[config.mk]
export PLATFORM = sky130hd
export DESIGN_NAME = alu_result_collector
export DESIGN_NICKNAME = d
export VERILOG_FILES = /design/src/rtl/alu_result_collector.sv
export SDC_FILE = /design/constraint.sdc
export NUM_CORES = 1
export LEC_CHECK = 0
export CORE_ASPECT_RATIO = 1.75
export CORE_MARGIN = 2
export CORE_UTILIZATION = 40
export DETAILED_ROUTE_END_ITERATION = 12
export GPL_TIMING_DRIVEN = 0
export PLACE_DENSITY_LB_ADDON = 0.3
export SLEW_MARGIN = 20
export SYNTH_ARGS = -nofsm -noshare
export SYNTH_HDL_FRONTEND = slang
export SYNTH_SLANG_ARGS = --single-unit
export TNS_END_PERCENT = 10
[constraint.sdc]
create_clock -name CLK -period 3.2 [get_ports CLK]
set_input_delay 0.8 -clock CLK [delete_from_list [all_inputs] [get_ports CLK]]
set_output_delay 0.8 -clock CLK [all_outputs]
set_load 0.1 [all_outputs]
[src/rtl/alu_result_collector.sv]
// ---------------------------------------------------------------------------
// alu_result_collector
//
// Collects the per-cycle results of the four ALU units. When exactly one unit
// flag is high, that unit's result is tagged with its unit code (and the
// arithmetic carry, when it comes from the arithmetic unit) and queued in a
// first-word-fall-through FIFO. A consumer drains the FIFO with a valid/ready
// handshake. Sticky error bits report dropped results (OVERFLOW) and cycles
// with more than one unit flag high (CONFLICT).
//
// Parameters
//   ALU_WIDTH   result width
//   FIFO_DEPTH  queue entries (power of two, >= 2)
//
// Ports
//   CLK, RST                 clock; asynchronous active-high reset
//   Arith_OUT/Logic_OUT/
//   CMP_OUT/SHIFT_OUT        unit results
//   Carry_OUT                arithmetic carry
//   *_Flag                   per-unit result-valid flags
//   RES_READY                consumer accepts the head entry
//   CLR_ERR                  clears the sticky error bits
//   RES_VALID                FIFO non-empty
//   RES_DATA/UNIT/CARRY      head entry, zero while RES_VALID=0
//   FIFO_COUNT               occupancy, 0..FIFO_DEPTH
//   OVERFLOW, CONFLICT       sticky error bits
// ---------------------------------------------------------------------------
module alu_result_collector #(
   parameter int ALU_WIDTH  = 16,
   parameter int FIFO_DEPTH = 4
) (
   input  logic                          CLK,
   input  logic                          RST,
   input  logic [ALU_WIDTH-1:0]          Arith_OUT,
   input  logic [ALU_WIDTH-1:0]          Logic_OUT,
   input  logic [ALU_WIDTH-1:0]          CMP_OUT,
   input  logic [ALU_WIDTH-1:0]          SHIFT_OUT,
   input  logic                          Carry_OUT,
   input  logic                          Arith_Flag,
   input  logic                          Logic_Flag,
   input  logic                          CMP_Flag,
   input  logic                          SHIFT_Flag,
   input  logic                          RES_READY,
   input  logic                          CLR_ERR,
   output logic                          RES_VALID,
   output logic [ALU_WIDTH-1:0]          RES_DATA,
   output logic [1:0]                    RES_UNIT,
   output logic                          RES_CARRY,
   output logic [$clog2(FIFO_DEPTH):0]   FIFO_COUNT,
   output logic                          OVERFLOW,
   output logic                          CONFLICT
);

   localparam int PW = $clog2(FIFO_DEPTH);
   localparam int CW = PW + 1;
   localparam logic [CW-1:0] FULL_CNT = CW'(FIFO_DEPTH);

   typedef enum logic [1:0] {
      UNIT_ARITH = 2'b00,
      UNIT_LOGIC = 2'b01,
      UNIT_CMP   = 2'b10,
      UNIT_SHIFT = 2'b11
   } unit_e;

   typedef struct packed {
      logic [ALU_WIDTH-1:0] data;
      unit_e                unit;
      logic                 carry;
   } entry_t;

   // State
   entry_t          mem_q [FIFO_DEPTH];
   logic [PW-1:0]   wr_ptr_q, wr_ptr_d;
   logic [PW-1:0]   rd_ptr_q, rd_ptr_d;
   logic [CW-1:0]   count_q,  count_d;
   logic            overflow_q, overflow_d;
   logic            conflict_q, conflict_d;

   // Decode
   logic [3:0]      flags;
   logic            multi_flag;
   logic            push_req;
   logic            push_ok;
   logic            pop;
   logic            full;
   logic            empty;
   logic            overflow_set;
   entry_t          new_entry;
   entry_t          head;

   assign flags = {SHIFT_Flag, CMP_Flag, Logic_Flag, Arith_Flag};

   // NOTE: every signal assigned in an always_comb gets a default first, so no
   // path through the case leaves it unassigned and no latch is inferred.
   always_comb begin
      new_entry = '0;
      case (flags)
         4'b0001: begin
            new_entry.data  = Arith_OUT;
            new_entry.unit  = UNIT_ARITH;
            new_entry.carry = Carry_OUT;
         end
         4'b0010: begin
            new_entry.data = Logic_OUT;
            new_entry.unit = UNIT_LOGIC;
         end
         4'b0100: begin
            new_entry.data = CMP_OUT;
            new_entry.unit = UNIT_CMP;
         end
         4'b1000: begin
            new_entry.data = SHIFT_OUT;
            new_entry.unit = UNIT_SHIFT;
         end
         default: new_entry = '0;
      endcase
   end

   // x & (x-1) clears the lowest set bit; anything left means two or more flags.
   assign multi_flag   = (flags & (flags - 4'd1)) != 4'd0;
   assign push_req     = (flags != 4'd0) && !multi_flag;

   assign empty        = (count_q == '0);
   assign full         = (count_q == FULL_CNT);
   assign pop          = !empty && RES_READY;
   // A pop in the same cycle frees the slot, so a full FIFO still accepts.
   assign push_ok      = push_req && (!full || pop);
   assign overflow_set = push_req && full && !pop;

   always_comb begin
      wr_ptr_d   = wr_ptr_q;
      rd_ptr_d   = rd_ptr_q;
      count_d    = count_q;
      if (push_ok) wr_ptr_d = wr_ptr_q + 1'b1;
      if (pop)     rd_ptr_d = rd_ptr_q + 1'b1;
      case ({push_ok, pop})
         2'b10:   count_d = count_q + 1'b1;
         2'b01:   count_d = count_q - 1'b1;
         default: count_d = count_q;
      endcase
      // Set has priority over clear so a coincident event is never lost.
      overflow_d = overflow_set ? 1'b1 : (CLR_ERR ? 1'b0 : overflow_q);
      conflict_d = multi_flag   ? 1'b1 : (CLR_ERR ? 1'b0 : conflict_q);
   end

   // NOTE: sequential state uses non-blocking assignments so every register
   // samples the pre-edge values, independent of statement order.
   always_ff @(posedge CLK or posedge RST) begin
      if (RST) begin
         wr_ptr_q   <= '0;
         rd_ptr_q   <= '0;
         count_q    <= '0;
         overflow_q <= 1'b0;
         conflict_q <= 1'b0;
      end else begin
         wr_ptr_q   <= wr_ptr_d;
         rd_ptr_q   <= rd_ptr_d;
         count_q    <= count_d;
         overflow_q <= overflow_d;
         conflict_q <= conflict_d;
      end
   end

   // NOTE: the storage array has no reset; its contents are never observed
   // while empty because the outputs are masked by RES_VALID.
   always_ff @(posedge CLK) begin
      if (push_ok) mem_q[wr_ptr_q] <= new_entry;
   end

   assign head       = mem_q[rd_ptr_q];
   assign RES_VALID  = !empty;
   assign RES_DATA   = RES_VALID ? head.data  : '0;
   assign RES_UNIT   = RES_VALID ? head.unit  : 2'b00;
   assign RES_CARRY  = RES_VALID ? head.carry : 1'b0;
   assign FIFO_COUNT = count_q;
   assign OVERFLOW   = overflow_q;
   assign CONFLICT   = conflict_q;

endmodule

==> results.md <==
* Outcome: finished clean
* Core area at around 0.0095 sq mm
* Count of endpoints failing setup in the final report at 0
* Mapped Nets at between 300 and 400
* Critical Path Fanout Max at 10
* Crit path required time at 2.40 ns
* FF-to-FF Start: FIFO_COUNT[2]
* Area grow syn2layout at 36.4%
* Post-synth cell types at 36
* Sequential power share at between 20% and 30%
* Lkg Pwr at 1.85 nW
* CP peak stage delay at 0.54 ns
* Number of global-route vias before repair at 2,780
* Fillers at approximately 770
* GRT Util Overall at 18.8%
* Yosys warnings at 0
* Power per standard cell area at 1010 mW/mm^2
* Initial core utilization at 41.2%
* Most frequent cells in the layout: edfxtp_1, clkdlybuf4s50_1, a22oi_1
* Crit path time final at slightly above 3 ns
* Layout Cells excl Fill at a little under 500
* Fin nets at 440
* Max cap viols at 0
* Die X at ~79 um
* Critical path, cell by cell: clkbuf_1, mux4_2, and2_2, clkdlybuf4s15_2
* Clock skew at roughly 0.0048 ns
* Pins Over Slew Limit at 0
* Cell taking the most area after synthesis: edfxtp_1
* Antenna violations before repair at 0
* P_sw at approximately 2.6 mW
* Internal Pwr Total at 2.81 mW
* Inserted Diodes at 0
* Worst Setup Slack, final at 0.110 ns
* Rel. slew slack at 34.6%
* Row cnt at 47
* Initial DRC Count at 126
* Setup bufs post-CTS at 0
* Clock power share at 20.1%
* Share of cells above drive strength 1 at 20.2%
* IO Port Bufs at 95
* Crit path launch: rd_ptr_q[1]
* Yosys top cell area share at 58.2%
* Placed Cells at 473
* # IOs at between 90 and 100
* Final Hold Vio Count at 0
* Worst-Skew Late Latency at 0.34 ns
* Period utilisation layout at 96.6%
* Root buf cell: clkbuf_16
* Slowest CP cell: clkbuf_1
* Switching fraction of total power at 47.9%
* Largest net degree at the start of global routing at 20
* Synth Cell Area at 0.00392 sq mm
* DRC at 0
* Worst reg-to-reg path cell count at 7
* Worst Hold Path EP: CONFLICT
* Vias at 2,611
* Slew @ Worst Pin at 0.978 ns
* DR vias/cell at approximately 5.3
* Startpoint types: flip-flop
* Top post-synthesis cells by area: edfxtp_1, mux4_2, dfrtp_1, a22oi_1, and2_1
* Seq cells post-synth at 85
* First-pass DRT Iterations at 4
* RR Endpoint: FIFO_COUNT[2]
* Global-route wire length before repair at around 14,000 um
* DRT antenna net count at 0
* Worst hold margin at approximately 0.53 ns
* Worst-path clk slew at 0.06 ns
* Sequential area share after synthesis at 63.9%
* Power after layout at between 5 and 6 mW
* Routability Congestion at 0.738
* Routed WL per cell at 19.6 um
* Critical path data arrival time at 2.29 ns
* Most common cell after layout, fill and taps aside: edfxtp_1
* Avg Synthesized Cell Area at 15.3 sq um
* Hold path depth at 2
* Setup crit end kind: output port
* Overflow after GRT at 0
* Logic pwr share at around 53%
* CTS Buf Count at 9
* Peak VDD IR at 688 uV
* Post-Synthesis Cells at 256
* CTS tree: built
* Max Fclk at 324 MHz
* Die ar. at 0.0106 sq mm
* Die height at 135 um
* Clock buffer depth at 2
* Reg2Reg Setup Slack at 0.67 ns
* H-tree Lvls at 3
* Family with the most delay on the worst path: buffers and inverters
* RSZ-0062 raised after global routing: false
* Clock sink count at 85
* Final WL at approximately 9600 um
* Dpl ws at -0.417 ns
* Hold crit path type: flip-flop to flip-flop
* Critical path class: flip-flop to output port
* Total negative setup slack at 0 ns
* Reg area at 0.00251 sq mm
* HP Start: CONFLICT
* HPWL reported at the end of detailed placement at 6560 um
* Buffers & Inverters on Critical Path at 2
* Footprint of the multi-input gates at 0.00131 sq mm
==> per-layer routing <==
layer / wire length (um) / vias to the layer above / share of wire [%] / GRT usage, %
met2: 5560 / 70 / 58 / 36.5
met1: 3380 / 1310 / 35 / 18.9
met3: 465 / 8 / 4.9 / 4.01
met5: 0 / - / 0 / 0
met4: 155 / 0 / 1.6 / 7.57
li1: - / 1223 / - / -
==> registers in the layout (all words and copies together) (netlist names) <==
signal and flops:
mem_q 76, FIFO_COUNT 3, rd_ptr_q 2, wr_ptr_q 2, CONFLICT 1, OVERFLOW 1
==> how the worst max path moves through the flow <==
| stage | to | slack, ns | cells after the start |
|---|---|---|---|
| 2_1_floorplan | RES_DATA[11] | -0.22 | 3 |
| 3_3_place_gp | FIFO_COUNT[2] | -0.44 | 10 |
| 3_5_place_dp | FIFO_COUNT[2] | -0.42 | 10 |
| 4_1_cts | RES_DATA[0] | -0.17 | 4 |
| 5_1_grt | RES_DATA[2] | 0.001 | 4 |
| 6_report | RES_DATA[10] | 0.11 | 4 |
==> layout make-up <==
cell class / count / area share (%)
repair buffers: 95 / 17.5
flip-flops and latches: 85 / 46.9
multi-input cells: 146 / 24.6
well taps: 122 / 2.85
clock inverters: 7 / 1.66
plain buffers: 16 / 1.73
inverters: 9 / 0.631
clock buffers: 9 / 4.21
==> worst reg2reg max path, delay by kind of cell, from the launching register on <==
kind,cells,cell delay [ns]
compound gates,1,0.16
fa+ha+maj,1,0.38
buf+inv,1,0.30
flops,1,0.47
simple gates,4,1.11
==> kinds of logic (layout without fill, tap and decap cells) <==
family / Yosys count / count (layout) / synth area share, %
simple gates: 62 / 62 / 9.41
xor+xnor: 7 / 7 / 1.56
flops: 85 / 85 / 63.9
buf+inv: 25 / 136 / 2.90
compound gates: 53 / 53 / 9.48
fa+ha+maj: 5 / 5 / 1.79
mux: 19 / 19 / 10.9
==> power by group through the flow <==
| stage | Combinational (mW) | Clock, mW | Sequential (mW) |
|---|---|---|---|
| floorplan | 2.12 | 0 | 1.59 |
| detailed placement | 2.96 | 0 | 1.47 |
| finish | 2.87 | 1.08 | 1.44 |
| global placement | 2.95 | 0 | 1.46 |
| global route | 3.00 | 1.14 | 1.46 |
| CTS | 2.90 | 1.10 | 1.44 |
==> per-stage QoR <==
| step | utilization (%) | instance area [sq um] |
|---|---|---|
| 2_1_floorplan | - | 3920 |
| 3_3_place_gp | 52.8 | 5030 |
| 3_5_place_dp | 52.8 | 5030 |
| 4_1_cts | 56.2 | 5360 |
| 5_1_grt | 56.2 | 5350 |
| 6_report | 56.2 | 5350 |
==> synthesized netlist by cell type <==
master / instances
edfxtp_1: 76
a22oi_1: 28
and2_1: 25
mux4_2: 19
o21ai_0: 12
dfrtp_1: 9
inv_1: 9
buf_2: 7
clkbuf_1: 7
nor3_1: 6
a221o_1: 5
nand2_1: 5
nor2_1: 5
xnor2_1: 5
ha_1: 4
nor2b_1: 4
or3_1: 4
nand3_1: 3
a21oi_1: 2
o2111ai_1: 2
o22ai_1: 2
or2_2: 2
xor2_1: 2
a31oi_1: 1
and2_0: 1
and2b_1: 1
buf_4: 1
buf_6: 1
fa_1: 1
nand3_2: 1
nor2_2: 1
nor3b_1: 1
nor4_1: 1
nor4b_2: 1
o21ai_1: 1
or3b_1: 1
==> repair_timing <==
item / CTS / global route
hold endpoints to repair: 0 / 0
resized for setup: 50 / 20
hold buffers: 0 / 0
cloned: 0 / 0
endpoints found under the setup margin: 78 / 31
No activity file was read; power rests on OpenSTA's default activity.
